### config.mk
export PLATFORM = sky130hd
export DESIGN_NAME = bcd_display_mux_flat
export DESIGN_NICKNAME = d
export VERILOG_FILES = /design/src/rtl/bcd_display_mux_if.sv /design/src/rtl/bcd_display_mux.sv /design/src/flat_wrapper.sv
export SDC_FILE = /design/constraint.sdc
export NUM_CORES = 1
export LEC_CHECK = 0
export ABC_CLOCK_PERIOD_IN_PS = 1830
export CORE_MARGIN = 5
export CORE_UTILIZATION = 50
export CTS_CLUSTER_SIZE = 24
export DETAILED_ROUTE_END_ITERATION = 8
export PLACE_DENSITY = 0.85
export SLEW_MARGIN = 20
export SYNTH_ARGS = -nofsm -noshare
export SYNTH_HDL_FRONTEND = slang
export SYNTH_SLANG_ARGS = --single-unit
### constraint.sdc
create_clock -name clk -period 1.83 [get_ports clk]
set_input_delay 0.183 -clock clk [delete_from_list [all_inputs] [get_ports clk]]
set_output_delay 0.183 -clock clk [all_outputs]
set_load 0.02 [all_outputs]
### src/rtl/bcd_display_mux_if.sv
// Value/handshake bundle between the calculator result path and the display multiplexer.
// The master drives the value and strobes; the slave returns the ack and the pin-level outputs.
interface bcd_display_mux_if;
    logic [15:0] bcd_in;
    logic        neg_in;
    logic        load;
    logic        blank_in;
    logic        load_ack;
    logic [3:0]  anodes;
    logic [6:0]  seg;
    logic        dp;

    modport master (
        output bcd_in, neg_in, load, blank_in,
        input  load_ack, anodes, seg, dp
    );

    modport slave (
        input  bcd_in, neg_in, load, blank_in,
        output load_ack, anodes, seg, dp
    );
endinterface

### src/rtl/bcd_display_mux.sv
// Time-multiplexes a staged 4-digit BCD value plus sign onto a common-anode 7-segment display.
// New values are committed only at frame boundaries so a frame never mixes old and new digits.
module bcd_display_mux #(
    parameter int REFRESH_DIV   = 50000,
    parameter bit BLANK_LEADING = 1'b1
) (
    input logic              clk,
    input logic              reset,
    bcd_display_mux_if.slave bus
);
    localparam int               CNT_W    = $clog2(REFRESH_DIV);
    localparam logic [CNT_W-1:0] CNT_LAST = CNT_W'(REFRESH_DIV - 1);
    localparam logic [6:0]       SEG_DARK  = 7'b1111111;
    localparam logic [6:0]       SEG_MINUS = 7'b0111111;

    function automatic logic [6:0] seg_decode(input logic [3:0] nib);
        case (nib)
            4'd0:    seg_decode = 7'b1000000;
            4'd1:    seg_decode = 7'b1111001;
            4'd2:    seg_decode = 7'b0100100;
            4'd3:    seg_decode = 7'b0110000;
            4'd4:    seg_decode = 7'b0011001;
            4'd5:    seg_decode = 7'b0010010;
            4'd6:    seg_decode = 7'b0000010;
            4'd7:    seg_decode = 7'b1111000;
            4'd8:    seg_decode = 7'b0000000;
            4'd9:    seg_decode = 7'b0010000;
            default: seg_decode = 7'b0000110;
        endcase
    endfunction

    logic [15:0]      stage_q, stage_d, shadow_q, shadow_d;
    logic             stage_neg_q, stage_neg_d, shadow_neg_q, shadow_neg_d;
    logic             pending_q, pending_d;
    logic [CNT_W-1:0] cnt_q, cnt_d;
    logic [1:0]       idx_q, idx_d;
    logic [3:0]       anodes_q, anodes_d;
    logic [6:0]       seg_q, seg_d;
    logic             dp_q, dp_d;
    logic             ack_q, ack_d;

    logic             terminal, commit;
    logic [3:0]       nz, sup, minus;
    logic [3:0]       nib;

    always_comb begin
        terminal     = (cnt_q == CNT_LAST);
        commit       = terminal && (idx_q == 2'd3) && pending_q;

        cnt_d        = terminal ? '0 : cnt_q + 1'b1;
        idx_d        = terminal ? idx_q + 2'd1 : idx_q;

        // Commit reads staging as held before this edge; a coincident load refills it.
        stage_d      = stage_q;
        stage_neg_d  = stage_neg_q;
        shadow_d     = shadow_q;
        shadow_neg_d = shadow_neg_q;
        pending_d    = pending_q;
        if (commit) begin
            shadow_d     = stage_q;
            shadow_neg_d = stage_neg_q;
            pending_d    = 1'b0;
        end
        if (bus.load) begin
            stage_d     = bus.bcd_in;
            stage_neg_d = bus.neg_in;
            pending_d   = 1'b1;
        end
        ack_d = commit;
    end

    always_comb begin
        for (int i = 0; i < 4; i++) begin
            nz[i] = (shadow_q[4*i +: 4] != 4'd0);
        end
        sup[3] = BLANK_LEADING && !nz[3];
        sup[2] = sup[3] && !nz[2];
        sup[1] = sup[2] && !nz[1];
        sup[0] = 1'b0;

        // The minus sits in the suppressed slot directly left of the first shown digit.
        minus[0] = 1'b0;
        for (int i = 1; i < 4; i++) begin
            minus[i] = shadow_neg_q && sup[i] && !sup[i-1];
        end

        nib = shadow_q[{idx_q, 2'b00} +: 4];

        anodes_d = 4'b1111;
        seg_d    = SEG_DARK;
        dp_d     = 1'b1;
        if (!bus.blank_in) begin
            anodes_d = ~(4'b0001 << idx_q);
            if (minus[idx_q])      seg_d = SEG_MINUS;
            else if (sup[idx_q])   seg_d = SEG_DARK;
            else                   seg_d = seg_decode(nib);
            dp_d = !(shadow_neg_q && !sup[3] && (idx_q == 2'd3));
        end
    end

    always_ff @(posedge clk) begin
        if (!reset) begin
            stage_q      <= '0;
            stage_neg_q  <= 1'b0;
            shadow_q     <= '0;
            shadow_neg_q <= 1'b0;
            pending_q    <= 1'b0;
            cnt_q        <= '0;
            idx_q        <= '0;
            anodes_q     <= 4'b1111;
            seg_q        <= SEG_DARK;
            dp_q         <= 1'b1;
            ack_q        <= 1'b0;
        end else begin
            stage_q      <= stage_d;
            stage_neg_q  <= stage_neg_d;
            shadow_q     <= shadow_d;
            shadow_neg_q <= shadow_neg_d;
            pending_q    <= pending_d;
            cnt_q        <= cnt_d;
            idx_q        <= idx_d;
            anodes_q     <= anodes_d;
            seg_q        <= seg_d;
            dp_q         <= dp_d;
            ack_q        <= ack_d;
        end
    end

    assign bus.anodes   = anodes_q;
    assign bus.seg      = seg_q;
    assign bus.dp       = dp_q;
    assign bus.load_ack = ack_q;
endmodule

### src/flat_wrapper.sv
// flat-port wrapper written by rule: the top's interface ports become plain ports
module bcd_display_mux_flat 
#(
    parameter int REFRESH_DIV   = 50000,
    parameter bit BLANK_LEADING = 1'b1
)
  (clk, reset, bus_bcd_in, bus_neg_in, bus_load, bus_blank_in, bus_load_ack, bus_anodes, bus_seg, bus_dp);
  bcd_display_mux_if bus_i ();
  input logic clk;
  input logic reset;
  input wire logic [$bits(bus_i.bcd_in)-1:0] bus_bcd_in;
  input wire logic [$bits(bus_i.neg_in)-1:0] bus_neg_in;
  input wire logic [$bits(bus_i.load)-1:0] bus_load;
  input wire logic [$bits(bus_i.blank_in)-1:0] bus_blank_in;
  output wire logic [$bits(bus_i.load_ack)-1:0] bus_load_ack;
  output wire logic [$bits(bus_i.anodes)-1:0] bus_anodes;
  output wire logic [$bits(bus_i.seg)-1:0] bus_seg;
  output wire logic [$bits(bus_i.dp)-1:0] bus_dp;
  assign bus_i.bcd_in = bus_bcd_in;
  assign bus_i.neg_in = bus_neg_in;
  assign bus_i.load = bus_load;
  assign bus_i.blank_in = bus_blank_in;
  assign bus_load_ack = bus_i.load_ack;
  assign bus_anodes = bus_i.anodes;
  assign bus_seg = bus_i.seg;
  assign bus_dp = bus_i.dp;
  bcd_display_mux #(.REFRESH_DIV(REFRESH_DIV), .BLANK_LEADING(BLANK_LEADING)) u_core (.clk(clk), .reset(reset), .bus(bus_i));
endmodule
Word level (Yosys, flattened, before mapping) --
Memory sizes are Yosys's and may differ from the RTL's. Index checks and enable logic that the tools add are counted.
Cells by class: $add $sub $neg 2, $lt $le $gt $ge 1, eq/ne operators 2, shift operators 2, mux-type cells 8, bitwise gates (word level) 2, reductions and logical operators 24
Operators by type and width (count):
- 16-bit by 1-bit adder with 16-bit output (second input constant) | 1
- 16-bit == test (second input constant) | 1
- 16-bit by 5-bit indexed part select with 4-bit output | 1
- 7-bit 2-to-1 mux | 2
- 4-bit nonzero test | 3
- 1-bit logical AND | 11
- 1-bit zero test | 6
- 1-bit binary-select mux with 2-bit select | 2
- 1-bit 2-to-1 mux | 4
- 4-bit NOT | 1
- 2-bit OR reduction | 2
- 4-bit OR reduction | 1
- 1-bit by 2-bit << shifter with 4-bit output (first input constant) | 1
- 2-bit by 3-bit < comparator with 1-bit output (second input constant) | 1
- 2-bit by 1-bit adder with 2-bit output (second input constant) | 1
- 2-bit == test (second input constant) | 1
- 2-bit nonzero test | 1
- 1-bit NOT | 1
Word-level totals: register bits 66, ROM bits 112, output and inout bits 13, memories kept 1
Memory list:
- (no name shown) | depth 16, bits a word 7, rd ports 1, clocked after memory_dff 0, wr ports 0, RTL line bcd_display_mux.sv:17 | case (nib)

Longest topological paths before layout --
Gate-level depths: netlist of run 1.
depth in word-level cells 9, gate-level depth with buffers 8

Least setup slack after synthesis of run 1 --
OpenSTA, ideal clock, no wires.
kind register -> register, start point register u_core.idx_q[0], end point register u_core.seg_q[1] (netlist: u_core.bus.seg[1]), library setup time 0.154 ns, data arrival time 1.600 ns, data required time 1.676 ns, slack 0.075 ns, cell stages (with the launch flop) 7, path buffers 1, period minus slack after synthesis 1.755 ns, path through dfxtp_1 -> buf_6 -> mux4_2 -> inv_1 -> ha_1 -> a21oi_1 -> o21ai_0
Between the ends: longest elaborated chain between the ends 3
RTL lines:
- from (decl) | RTL line bcd_display_mux.sv:36 | logic [1:0] idx_q, idx_d;
- from (signal assigned) | RTL line bcd_display_mux.sv:121 | idx_q <= idx_d;
- parallel branches: the longest is 3 deep, another holds memory read 16 x 7 bit
- to (signal assigned) | RTL line bcd_display_mux.sv:123 | seg_q <= seg_d;
- to (decl) | RTL line bcd_display_mux.sv:38 | logic [6:0] seg_q, seg_d;
Parallel ways; which one is timed is not known. The select of a mux whose other input is x is not followed. A chain may end at the register's enable or synchronous reset.

Final worst setup path of run 1 --
start point register u_core.idx_q[0], end point register u_core.seg_q[4] (netlist: u_core.bus.seg[4])
The elaborated chain is that of the path after synthesis.

==> results by group, run 1 <==
Worst setup path
  – Reg-to-Reg Start: u_core.idx_q[0]
  – WP buf/inv: 2
  – Crit-path most repeated cell: inv_1
  – Crit path capture type: flop
  – Crit path cell chain: mux4_2 -> inv_1 -> ha_1 -> inv_1 -> mux2i_1 -> o221ai_1
  – WP data required: 2.02 ns
  – Startpoint Class: flop
  – Critical path origin: u_core.idx_q[0]
  – CP max stage cell: mux4_2
  – Critical path's largest stage delay: 0.55 ns
  – Largest delay contributor family on the critical path: multiplexers
  – Critical Path AT: about 1.9 ns
  – Critical path type: flop to flop
  – Crit Path Max Fanout: 5

Global routing
  – Initial antenna violation count: 0
  – First-pass GRT wire length: 9870 microns
  – Vias in the first global route: roughly 2200
  – Largest net degree at the start of global routing: 39
  – Global route total overflow: 0
  – GRT Util Overall: 0.170

Floorplan
  – Chip Height: about 86 microns
  – Die Span X: 85.6 microns
  – Core Box Area: between 5000 and 6000 sq um
  – Initial Util: 0.516
  – Site row count: 27
  – IO Count: 34
  – Area of the die: around 7300 sq um

Placed design
  – GP Congestion: 0.843
  – Placed cell count: between 300 and 400
  – Post-DP HPWL: about 3900 microns
  – Post-place setup slack: -0.0526 ns
  – IO buf count: 33

Drt
  – DRC violations left: 0
  – Overall routed net length: 5860 microns
  – Drt via density: 5.46
  – TritonRoute pass-1 iters: 6
  – Iteration-0 DRC Markers: 110
  – Post-DRT Antenna Nets: 0
  – Detailed-route wire length per cell: 14.2 microns
  – Via count: 2251

STA
  – RSZ-0062 raised after global routing: false
  – Highest clock rate: between 0.5 and 0.6 GHz
  – Final worst path period share: 0.932
  – Worst setup margin: about 0.12 ns
  – Max Clock Skew: 0.00787 ns
  – Max transition margin: 0.641
  – Endpoints failing hold: 0
  – Max-slew violation count: 0
  – Final setup viols: 0
  – Actual slew at the worst max-slew pin: 0.534 ns
  – Post-route minimum period: between 1.5 and 2 ns

Min path
  – Hold Path Origin: bus_bcd_in[2]
  – HP Class: input port to flop

Synthesis
  – Register area share after synthesis: 0.462
  – Post-synth top cells: dfxtp_1, nor2_1, a21oi_1, nand3_1
  – Yosys top cell area share: 0.462
  – Post-synthesis register bit count: 66
  – Syn Area/Cell: 9.57 sq um
  – Synth area leader: dfxtp_1
  – Post-synth net total: 330
  – Warnings, synthesis: 0
  – Largest cells by area after synthesis: dfxtp_1, mux2i_1, nor2_1
  – Post-Syn Area: 2860 sq um
  – Post-Synthesis Cells: 299
  – Most common flop cell mapped by yosys: dfxtp_1
  – Synth cell types: 43
  – Async S/R FF share, synth: 0
  – Most frequent cell after synthesis: dfxtp_1
  – EDFF count, synth: 0

Layout
  – Layout cell share with drive strength beyond 1: 0.141
  – Fillers: between 400 and 500
  – Register area: 1330 sq um
  – Multi-input combinational cell area: 1400 sq um
  – Final Net Count: 366
  – Fin util: 0.628
  – Area grow syn2layout: 21.7%
  – Filler-free cell count of the finished design: 412
  – Antenna cells: 0

Clock tree
  – CTS sink cnt: 66
  – Root Buffer: clkbuf_8
  – CTS Hold Bufs: 0
  – Max Root-Sink Buffers: 2
  – H-tree levels: 3
  – CTS Buf Count: 9
  – CTS tree: built
  – Clk slew on worst S/H paths: 0.07 ns
  – Worst-Skew Late Latency: 0.35 ns

Power and ir drop
  – P_leak: 1.33 nW
  – VDD IR-drop max: 0.451 mV
  – PD cells: just over 800 nW/um^2

Status
  – Run status: finished clean

Job
  – Maxcap violations: 0
[final timing paths]
check / to / slack, ns / cells after the start
setup / recovery: u_core.bus.seg[4] / 0.12 / 6
hold / removal: u_core.stage_q[2] / 0.45 / 3
setup reg to reg: u_core.bus.seg[4] / 0.12 / 6
hold reg to reg: u_core.bus.dp / 0.45 / 1
[layout make-up]
cell class,instances,share of cell area
Clock buffer,11,0.0435
Inverter,8,0.00863
Tap cell,72,0.0259
Timing Repair Buffer,45,0.124
Sequential cell,66,0.381
Multi-Input combinational cell,205,0.402
Clock inverter,5,0.0151
[registers in the layout, summed over array words and instances (netlist names)]
signal,cells
u_core.stage_neg_q,1
u_core.shadow_q,16
u_core.bus.anodes,4
u_core.pending_q,1
u_core.bus.seg,7
u_core.cnt_q,16
u_core.shadow_neg_q,1
u_core.idx_q,2
u_core.bus.load_ack,1
u_core.bus.dp,1
u_core.stage_q,16
[report_power, final]
group          total (mW)  internal [mW]  switching (mW)
logic               0.161         0.0878          0.0729
clock network        1.24          0.695           0.542
registers            1.49           1.47          0.0207
total                2.89           2.26           0.636
[routing by layer]
layer,global-route usage,vias to the layer above,share of wire
met1,0.200,1048,0.45
met3,0.0500,17,0.041
li1,-,1134,-
met4,0.0935,0,0.033
met2,0.278,52,0.48
met5,0,-,0
[layout by cell type (no fill, tap or decap), types with 2 or more instances in the layout]
master and n:
mux2i_1 20, clkbuf_8 11, ha_1 10, o21ai_0 20
nor3_1 2, buf_4 11, o21ai_1 2, or4_4 2
and4_1 2, or4_1 2, and4bb_2 2, clkdlybuf4s50_1 33
xor2_1 10, nor2_1 35, a21oi_1 23, nor2b_1 2
mux4_2 4, nand4_1 6, inv_1 7, nand3_1 23
dfxtp_1 65, nand2_4 2, clkinv_2 3, xnor2_1 3
nand2_1 12, and3_1 3, nor4_1 2
[metrics by stage]
| step | hold WS (ns) | setup TNS, ns | instance area [sq um] | power, mW |
|---|---|---|---|---|
| after floorplan | 0.301 | 0 | 2860 | 1.60 |
| after global placement | 0.425 | 0 | 3260 | 1.68 |
| after detailed placement | 0.429 | -0.0599 | 3260 | 1.68 |
| after CTS | 0.451 | 0 | 3460 | 2.90 |
| after global routing | 0.455 | 0 | 3480 | 2.98 |
| final | 0.446 | 0 | 3480 | 2.89 |
[tightest hold or removal path: stages]
cell	delay, ns
clkdlybuf4s50_1	0.39
mux2i_1	0.12
nor2_1	0.05
[timing repair]
item,in CTS,in global routing
endpoints found under the hold margin,0,0
setup buffers,0,1
endpoints found under the setup margin,2,8
resized for setup,1,4
[kinds of logic (layout without fill, tap and decap cells)]
kind of cell	after synthesis	in the layout	synth area share
and+or+nand+nor	105	105	0.198
DFF	66	66	0.462
AOI/OAI and AO/OA	53	53	0.103
buffers and inverters	28	69	0.0521
muxes	24	24	0.101
xor gates and xnor gates	13	13	0.0398
adders and majority gates	10	10	0.0437
Power figures use the tool's default switching activity.
==> run 2: changes to the inputs <==
Settings changed: MAX_ROUTING_LAYER set to met4.
==> run 2 against run 1 <==
  * Fmax is essentially flat
  * Sequential share of layout area is the same
  * Combinational power is essentially flat
  * Core utilization unchanged
  * Worst hold slack better by 0.0026 ns
  * Total power about the same
  * Flip-flop and latch count unchanged
  * Clock-buffer cell count stayed put
  * Largest cell class unchanged
  * Largest power group unchanged
==> results by group, run 2 (synthesis gave the netlist of run 1 again) <==
Status
  – Run status: finished clean

Floorplan
  – Core Box Area: 5540 sq um
  – Initial Util: 0.516
  – Area of the die: 7330 sq um
  – Site row count: 27
  – Die Span X: 85.6 microns
  – Chip Height: 85.6 microns
  – IO Count: 34

Worst setup path
  – Reg-to-Reg Start: u_core.idx_q[0]
  – Critical path type: flop to flop
  – CP max stage cell: mux4_2
  – R2R Setup Slk: 0.13 ns
  – Cell depth of the worst setup path: 6
  – Worst Reg-to-Reg Cells: 6
  – Critical path's largest stage delay: 0.55 ns
  – WP data required: between 2 and 2.5 ns
  – Crit-path most repeated cell: inv_1
  – Largest delay contributor family on the critical path: multiplexers
  – FF-to-FF End: u_core.bus.seg[4]
  – Startpoint Class: flop
  – Critical Path AT: about 1.9 ns
  – Critical path origin: u_core.idx_q[0]
  – WP buf/inv: 2
  – Crit path capture type: flop
  – Crit Path Max Fanout: 5
  – Crit path cell chain: mux4_2 -> inv_1 -> ha_1 -> inv_1 -> mux2i_1 -> o221ai_1

STA
  – Max-slew violation count: 0
  – Post-route minimum period: between 1.5 and 2 ns
  – Endpoints failing hold: 0
  – Worst setup margin: roughly 0.13 ns
  – Max transition margin: 0.640
  – Actual slew at the worst max-slew pin: 0.536 ns
  – Final setup viols: 0
  – Highest clock rate: roughly 0.59 GHz
  – WHS: 0.449 ns
  – Final worst path period share: 0.931
  – Max Clock Skew: 0.00822 ns
  – RSZ-0062 raised after global routing: false

Power and ir drop
  – P_leak: 1.33 nW
  – VDD IR-drop max: 0.452 mV
  – Overall power: 2.89 mW
  – PD cells: 830 nW/um^2

Drt
  – Met3 Wirelength: 192 microns
  – Max Used Layer: met4
  – Drt via density: 5.45
  – Routed met2 length: 2770 microns
  – Via count: 2247
  – Detailed-route wire length per cell: 14.1 microns
  – Post-DRT Antenna Nets: 0
  – Met1 wire length: 2650 microns
  – Overall routed net length: 5810 microns
  – DRC violations left: 0
  – TritonRoute pass-1 iters: 4
  – Iteration-0 DRC Markers: 104

Min path
  – Hold endpoint: u_core.bus.dp
  – HP Class: flop to flop
  – Hold Path Origin: u_core.shadow_neg_q
  – Hold Crit Depth: 1

Clock tree
  – CTS sink cnt: 66
  – Worst-Skew Late Latency: between 0.3 and 0.4 ns
  – H-tree levels: 3
  – CTS Hold Bufs: 0
  – Root Buffer: clkbuf_8
  – CTS Buf Count: 9
  – Clk slew on worst S/H paths: 0.07 ns
  – CTS tree: built
  – Max Root-Sink Buffers: 2

Placed design
  – Post-DP Area: 3260 sq um
  – Post-DP HPWL: ~3900 microns
  – Post-place setup slack: -0.0526 ns
  – GP Congestion: approximately 0.86
  – IO buf count: 33

Global routing
  – Largest net degree at the start of global routing: 39
  – First-pass GRT wire length: approximately 10000 microns
  – Global route total overflow: 0
  – Initial antenna violation count: 0
  – GRT Util Overall: 0.175
  – Vias in the first global route: 2153

Layout
  – Top Registers: u_core.cnt_q (16), u_core.shadow_q (16), u_core.stage_q (16)
  – Final Net Count: 366
  – Final instance area: 3480 sq um
  – Most frequent cells in the layout: dfxtp_1, nor2_1, clkdlybuf4s50_1, a21oi_1, nand3_1
  – Fin util: 0.628
  – Layout cell share with drive strength beyond 1: 0.141
  – Area grow syn2layout: 21.7%
  – Most common cell after layout, fill and taps aside: dfxtp_1
  – Antenna cells: 0

Job
  – Maxcap violations: 0
-- run 2: timing repair --
item	4_1_cts	5_1_grt
setup endpoints to repair	2	8
setup buffers	0	1
gates resized for setup	1	4
pin swaps	0	0
-- run 2: report_power, final --
group | total [mW] | internal [mW] | switching [mW]
Sequential | 1.49 | 1.47 | 0.0204
Combinational | 0.161 | 0.0878 | 0.0732
Clock | 1.24 | 0.695 | 0.540
Total | 2.89 | 2.26 | 0.634
-- run 2: metrics by stage --
step	std cells	setup TNS, ns
2_1_floorplan	299	0
3_3_place_gp	395	0
3_5_place_dp	395	-0.0599
4_1_cts	411	0
5_1_grt	412	0
6_report	412	0
-- run 2: how the worst max path moves through the flow --
stage                             end  slack (ns)
floorplan           u_core.bus.seg[1]        0.08
global placement    u_core.bus.seg[4]        0.06
detailed placement  u_core.bus.seg[4]       -0.05
CTS                 u_core.bus.seg[4]       0.006
global route        u_core.bus.seg[4]        0.02
finish              u_core.bus.seg[4]        0.13
-- run 2: routing by layer --
metal,vias to the layer above,global-route usage
li1,1133,-
met1,1058,0.200
met2,39,0.278
met3,17,0.0490
met4,0,0.0935
met5,-,-
-- run 2: cell type report --
type	instances	area [sq um]
inverters	8	30.0
fillers	450	2060
repair buffers	45	433
multi-input cells	205	1400
flip-flops and latches	66	1330
clock buffers	11	151
well taps	72	90.1
clock inverters	5	52.6
